[src/rtl/decoder_input_sampler.sv]
// ---------------------------------------------------------------------------
// decoder_input_sampler
//
// Front-end for the decoder core. The raw io_in pins are asynchronous to clk,
// so they are first passed through a multi-flop synchronizer. The synchronized
// code is then debounced by a small FSM. A code that stays stable long enough,
// and differs from the last accepted code, is emitted once into a 2-entry
// FIFO. The FIFO head is presented to the decoder through a valid/ready
// handshake.
//
// Parameters:
//   WIDTH          width of the io_in code bus
//   SYNC_STAGES    synchronizer depth in flops (>= 2)
//   STABLE_CYCLES  settle cycles a candidate must survive before it is
//                  accepted (>= 1)
//
// Ports:
//   clk         single system clock
//   rst_n       asynchronous, active-low reset
//   io_in       raw pin code, asynchronous to clk
//   enable      1 = detection of new codes is active
//   code_out    head-of-queue code, registered
//   code_valid  code_out holds an unconsumed code
//   code_ready  decoder accepts code_out this cycle
//   overflow    sticky: a code was dropped because the queue was full
//   clr_ovf     synchronous clear for overflow (a same-cycle set wins)
//   busy        debounce FSM is not in WAIT
// ---------------------------------------------------------------------------
module decoder_input_sampler #(
  parameter int WIDTH         = 7,
  parameter int SYNC_STAGES   = 2,
  parameter int STABLE_CYCLES = 4
) (
  input  logic             clk,
  input  logic             rst_n,
  input  logic [WIDTH-1:0] io_in,
  input  logic             enable,
  output logic [WIDTH-1:0] code_out,
  output logic             code_valid,
  input  logic             code_ready,
  output logic             overflow,
  input  logic             clr_ovf,
  output logic             busy
);

  // The counter has to hold values up to STABLE_CYCLES.
  localparam int CNT_W = $clog2(STABLE_CYCLES + 1);
  localparam logic [CNT_W-1:0] CNT_ONE    = CNT_W'(1);
  localparam logic [CNT_W-1:0] CNT_TARGET = CNT_W'(STABLE_CYCLES);

  typedef enum logic [1:0] {
    WAIT   = 2'd0,
    SETTLE = 2'd1,
    EMIT   = 2'd2
  } state_t;

  // -------------------------------------------------------------------------
  // Synchronizer
  // -------------------------------------------------------------------------
  logic [WIDTH-1:0] sync_q [SYNC_STAGES];
  logic [WIDTH-1:0] sampled;

  // Each io_in bit passes through SYNC_STAGES flops. Only the last stage is
  // treated as metastability-safe and used by any other logic.
  always_ff @(posedge clk or negedge rst_n) begin
    if (!rst_n) begin
      for (int i = 0; i < SYNC_STAGES; i++) begin
        sync_q[i] <= '0;
      end
    end else begin
      sync_q[0] <= io_in;
      for (int i = 1; i < SYNC_STAGES; i++) begin
        sync_q[i] <= sync_q[i-1];
      end
    end
  end

  assign sampled = sync_q[SYNC_STAGES-1];

  // -------------------------------------------------------------------------
  // Debounce FSM
  // -------------------------------------------------------------------------
  state_t           state;
  logic [WIDTH-1:0] candidate;
  logic [WIDTH-1:0] last_accepted;
  logic [CNT_W-1:0] cnt;

  // WAIT looks for a code that differs from the last accepted one. SETTLE
  // checks that the candidate survives for STABLE_CYCLES cycles. The count is
  // compared before it is incremented, so STABLE_CYCLES=1 leaves SETTLE on its
  // first cycle. A short excursion that falls back to the accepted code is
  // treated as a glitch. A move to a third code restarts the settle window.
  // EMIT lasts one cycle and updates last_accepted even when the queue drops
  // the code. This keeps a dropped code from being retried.
  always_ff @(posedge clk or negedge rst_n) begin
    if (!rst_n) begin
      state         <= WAIT;
      candidate     <= '0;
      last_accepted <= '0;
      cnt           <= '0;
    end else begin
      case (state)
        WAIT: begin
          if (enable && (sampled != last_accepted)) begin
            candidate <= sampled;
            cnt       <= CNT_ONE;
            state     <= SETTLE;
          end
        end
        SETTLE: begin
          if (!enable) begin
            state <= WAIT;
          end else if (sampled == candidate) begin
            if (cnt == CNT_TARGET) begin
              state <= EMIT;
            end else begin
              cnt <= cnt + CNT_ONE;
            end
          end else if (sampled == last_accepted) begin
            state <= WAIT;
          end else begin
            candidate <= sampled;
            cnt       <= CNT_ONE;
          end
        end
        EMIT: begin
          last_accepted <= candidate;
          state         <= WAIT;
        end
        default: begin
          state <= WAIT;
        end
      endcase
    end
  end

  assign busy = (state != WAIT);

  // -------------------------------------------------------------------------
  // 2-entry output queue
  // -------------------------------------------------------------------------
  logic [WIDTH-1:0] tail_q;
  logic [1:0]       count_q;
  logic             push;
  logic             pop;
  logic             drop;

  assign push       = (state == EMIT);
  assign code_valid = (count_q != 2'd0);
  assign pop        = code_valid & code_ready;
  // A push into a full queue succeeds when a pop frees a slot in the same cycle.
  assign drop       = push & ~pop & (count_q == 2'd2);

  // code_out is the head register itself, so it has no combinational path
  // from io_in. It is stable while the decoder stalls. After the last entry
  // is popped, the head register keeps that value, because a pop from a
  // single-entry queue only clears the count. tail_q holds the second entry.
  always_ff @(posedge clk or negedge rst_n) begin
    if (!rst_n) begin
      code_out <= '0;
      tail_q   <= '0;
      count_q  <= 2'd0;
      overflow <= 1'b0;
    end else begin
      case ({push, pop})
        2'b11: begin
          if (count_q == 2'd2) begin
            code_out <= tail_q;
            tail_q   <= candidate;
          end else begin
            code_out <= candidate;
          end
        end
        2'b10: begin
          if (count_q == 2'd0) begin
            code_out <= candidate;
            count_q  <= 2'd1;
          end else if (count_q == 2'd1) begin
            tail_q  <= candidate;
            count_q <= 2'd2;
          end
        end
        2'b01: begin
          if (count_q == 2'd2) begin
            code_out <= tail_q;
            count_q  <= 2'd1;
          end else begin
            count_q <= 2'd0;
          end
        end
        default: begin
        end
      endcase
      // A drop in the same cycle as clr_ovf keeps the flag set.
      overflow <= drop | (overflow & ~clr_ovf);
    end
  end

endmodule
[config.mk]
export PLATFORM = sky130hd
export DESIGN_NAME = decoder_input_sampler
export DESIGN_NICKNAME = d
export VERILOG_FILES = /design/src/rtl/decoder_input_sampler.sv
export SDC_FILE = /design/constraint.sdc
export NUM_CORES = 1
export LEC_CHECK = 0
export ABC_AREA = 1
export CAP_MARGIN = 25
export CORE_ASPECT_RATIO = 0.5
export CORE_MARGIN = 4
export CORE_UTILIZATION = 61
export DETAILED_ROUTE_END_ITERATION = 16
export PLACE_DENSITY = 0.84
export SLEW_MARGIN = 30
export SYNTH_ARGS = -nofsm -noshare
export SYNTH_HDL_FRONTEND = slang
export SYNTH_SLANG_ARGS = --single-unit
[constraint.sdc]
create_clock -name clk -period 3.42 [get_ports clk]
set_input_delay 0.855 -clock clk [delete_from_list [all_inputs] [get_ports clk]]
set_output_delay 0.855 -clock clk [all_outputs]
set_load 0.02 [all_outputs]
==> impl_metrics.json <==
{
  "tightestPinTransition_ps": 794,
  "cp-end-kind": "output pin",
  "yosys.cell_types.count": 25,
  "critical-path-top-delay-family": "buffers and inverters",
  "period_needed_ps": 2440,
  "mostFrequentLayoutCells": "sky130_fd_sc_hd__nand2_1 (90), sky130_fd_sc_hd__dfrtp_1 (50), sky130_fd_sc_hd__inv_1 (41), sky130_fd_sc_hd__o21ai_0 (31), sky130_fd_sc_hd__nor2_1 (23)",
  "combPwrFrac_pct": 30.9,
  "hold_viol_final": 0,
  "power.leakage_nw": 1.32,
  "hold_slack_ps": 347,
  "drt_drc_violations_left": 0,
  "rsz0062_at_grt": "false",
  "worst-r2r-setup-slack_ps": 1300,
  "mappedNetlistArea_sq_mm": 0.00245,
  "max_freq_mhz": 410,
  "detail_route.wirelength_microns": 4700,
  "critical_path_depth": 3,
  "grt_max_degree": 51,
  "r2r_cells": 7,
  "synthToLayoutAreaGrowth_pct": 13.3,
  "cts_resized": 0,
  "synth_top_area_share_pct": 51.1,
  "slew_headroom_pct": 46.8,
  "tritoncts": "built",
  "antennaDiodeCount": 0,
  "worstHoldPathType": "reg -> reg",
  "grt_first_pass_wirelength_microns": 8260,
  "floorplan.core_area_sq_mm": 0.00364,
  "path_class": "reg -> out",
  "worst_r2r_startpoint": "count_q[1]$_DFFE_PN0P_",
  "hold_start": "sync_q[13]$_DFF_PN0_",
  "drt_first_pass_iters": 4,
  "worstHoldPathCells": 0,
  "setup_bufs_post_cts": 0,
  "synth_nets": 317,
  "max_cap_violations": 0,
  "detail_route.iter0.violations": 118,
  "grt_pass1_vias": 1856,
  "total_of_endpoints_with_negative_setup_slack_in_the_final_report": 0,
  "cts_buffers": 5,
  "placementRows": 15,
  "final_core_utilization_pct": 76.2,
  "slew_violations": 0,
  "crit_path_max_fanout": 5,
  "worst_setup_hold_path_clk_slew_ps": 90,
  "clock-sinks": 50,
  "critPathMaxStageDelay_ps": 540,
  "chipWidth_microns": 97.6,
  "port_buffers": 21,
  "synth.yosys.seq_area_share_pct": 51.1,
  "post-route-period-util_pct": 71.2,
  "synth_top_area_cell": "sky130_fd_sc_hd__dfrtp_1",
  "fin_nets": 339,
  "yosysWarningCount": 0,
  "power.density_mw_per_mm2": 563,
  "via_count": 1972,
  "critical_path.n_buffers_inverters": 2,
  "top_level_port_count": 22,
  "result_of_the_run": "finished, final reports clean",
  "antenna_left": 0,
  "internal-power_mw": 1.03,
  "final_layout_size_suffix_gt1_share_pct": 7.74,
  "power.clock.fraction_pct": 22.8,
  "regToRegEndpoint": "tail_q[1]$_DFFE_PN0P_",
  "crit_chain": "nor2_1 -> inv_1 -> clkdlybuf4s50_1",
  "final_common_cell": "sky130_fd_sc_hd__nand2_1",
  "wl_per_cell_microns": 12.6,
  "ctsHoldBuffers": 0,
  "ctsLongestPathBuffers": 2,
  "power.share.switching_pct": 34.3,
  "irDropWorstVdd_v": 0.000289,
  "initial_util_pct": 67.3,
  "hpwl_microns": 3310,
  "synthTopCellsByArea": "sky130_fd_sc_hd__dfrtp_1 (51%), sky130_fd_sc_hd__nand2_1 (14%), sky130_fd_sc_hd__o21ai_0 (6.3%)",
  "cts-root-buf": "sky130_fd_sc_hd__clkbuf_8",
  "congestion_overflow_gr": 0,
  "syn-instance-count": 300,
  "syn-mean-instance-area_sq_um": 8.16,
  "grt_usage_pct": 20.7,
  "holdPathEnd": "sampled[6]$_DFF_PN0_",
  "seq_power_share_pct": 46.4,
  "gp_routability_congestion": 0.831,
  "crit_arrival_ps": 1580,
  "cp.required_ps": 2560,
  "accumulated_negative_setup_slack_ps": 0,
  "cts.htree.levels": 2,
  "worst_clock_skew_ps": 8.55,
  "critPathSlowestCell": "sky130_fd_sc_hd__clkdlybuf4s50_1",
  "switching_power_mw": 0.536,
  "worst_skew_pair.late_latency_ps": 310,
  "number_of_antenna_violations_at_the_first_check_in_global_routing": 0,
  "fp.dieArea_sq_mm": 0.00515,
  "die_h_microns": 52.8,
  "critical_path_source_type": "register",
  "synth.ff_latch_count": 50,
  "routed_via_density": 5.27
}
## cells in the mapped netlist, drive strengths merged
cell type,instances
nand2,91
dfrtp,50
inv,44
o21ai,38
nor2,25
nand3,11
a21oi,9
a31oi,7
ha,5
xnor2,5
buf,4
clkbuf,3
nand4,3
o211ai,2
o22ai,2
o21bai,1
## how the worst max path moves through the flow
stage	start	endpoint	slack (ps)
2_1_floorplan	code_ready	count_q[0]$_DFFE_PN0P_	1440
3_3_place_gp	code_ready	tail_q[1]$_DFFE_PN0P_	880
3_5_place_dp	code_ready	tail_q[0]$_DFFE_PN0P_	810
4_1_cts	count_q[1]$_DFFE_PN0P_	code_valid	970
5_1_grt	count_q[1]$_DFFE_PN0P_	code_valid	910
6_report	count_q[1]$_DFFE_PN0P_	code_valid	980
## power groups by stage
stage | sequential [mW] | clock (mW) | combinational (mW)
6_report | 0.725 | 0.356 | 0.483
5_1_grt | 0.735 | 0.390 | 0.545
4_1_cts | 0.725 | 0.364 | 0.485
3_5_place_dp | 0.736 | 0 | 0.484
3_3_place_gp | 0.731 | 0 | 0.470
2_1_floorplan | 0.780 | 0 | 0.269
## state kept, by name (all words and copies together), names as in the netlist
name,count
sync_q,7
state,2
count_q,2
last_accepted,7
sampled,7
cnt,3
code_out,7
candidate,7
tail_q,7
overflow,1
## metal layers
metal / track usage (%) / share of wire, % / up-vias
met2: 35.5 / 43 / 72
met5: 0 / 0 / -
met3: 5.05 / 8.7 / 6
li1: - / - / 988
met4: 5.98 / 0.68 / 0
met1: 26.5 / 47 / 906
## stage by stage
| step | cell area (sq um) | setup WS (ps) | instances | power, mW |
|---|---|---|---|---|
| floorplan | 2450 | 1440 | 300 | 1.05 |
| global placement | 2680 | 879 | 366 | 1.20 |
| detailed placement | 2680 | 808 | 366 | 1.22 |
| CTS | 2780 | 974 | 374 | 1.57 |
| global route | 2780 | 912 | 374 | 1.67 |
| finish | 2780 | 983 | 374 | 1.56 |
## cells by family (layout without fill, tap and decap cells)
| kind of cell | Yosys count | in the layout | share of synthesized area [%] |
|---|---|---|---|
| AND/OR/NAND/NOR | 130 | 130 | 21.5 |
| AO/OA/AOI/OAI | 59 | 59 | 14.5 |
| buffers and inverters | 51 | 74 | 8.53 |
| flip-flops | 50 | 50 | 51.1 |
| adder cells (fa/ha/maj) | 5 | 5 | 2.55 |
| XOR/XNOR | 5 | 5 | 1.79 |
## cell type report
| cell class | count | area, sq um |
|---|---|---|
| Sequential cell | 50 | 1250 |
| Multi-Input combinational cell | 199 | 988 |
| Fill cell | 276 | 866 |
| Timing Repair Buffer | 22 | 215 |
| Inverter | 44 | 165 |
| Clock buffer | 7 | 86.3 |
| Tap cell | 51 | 63.8 |
| Clock inverter | 1 | 5.00 |
Power figures use the tool's default switching activity.
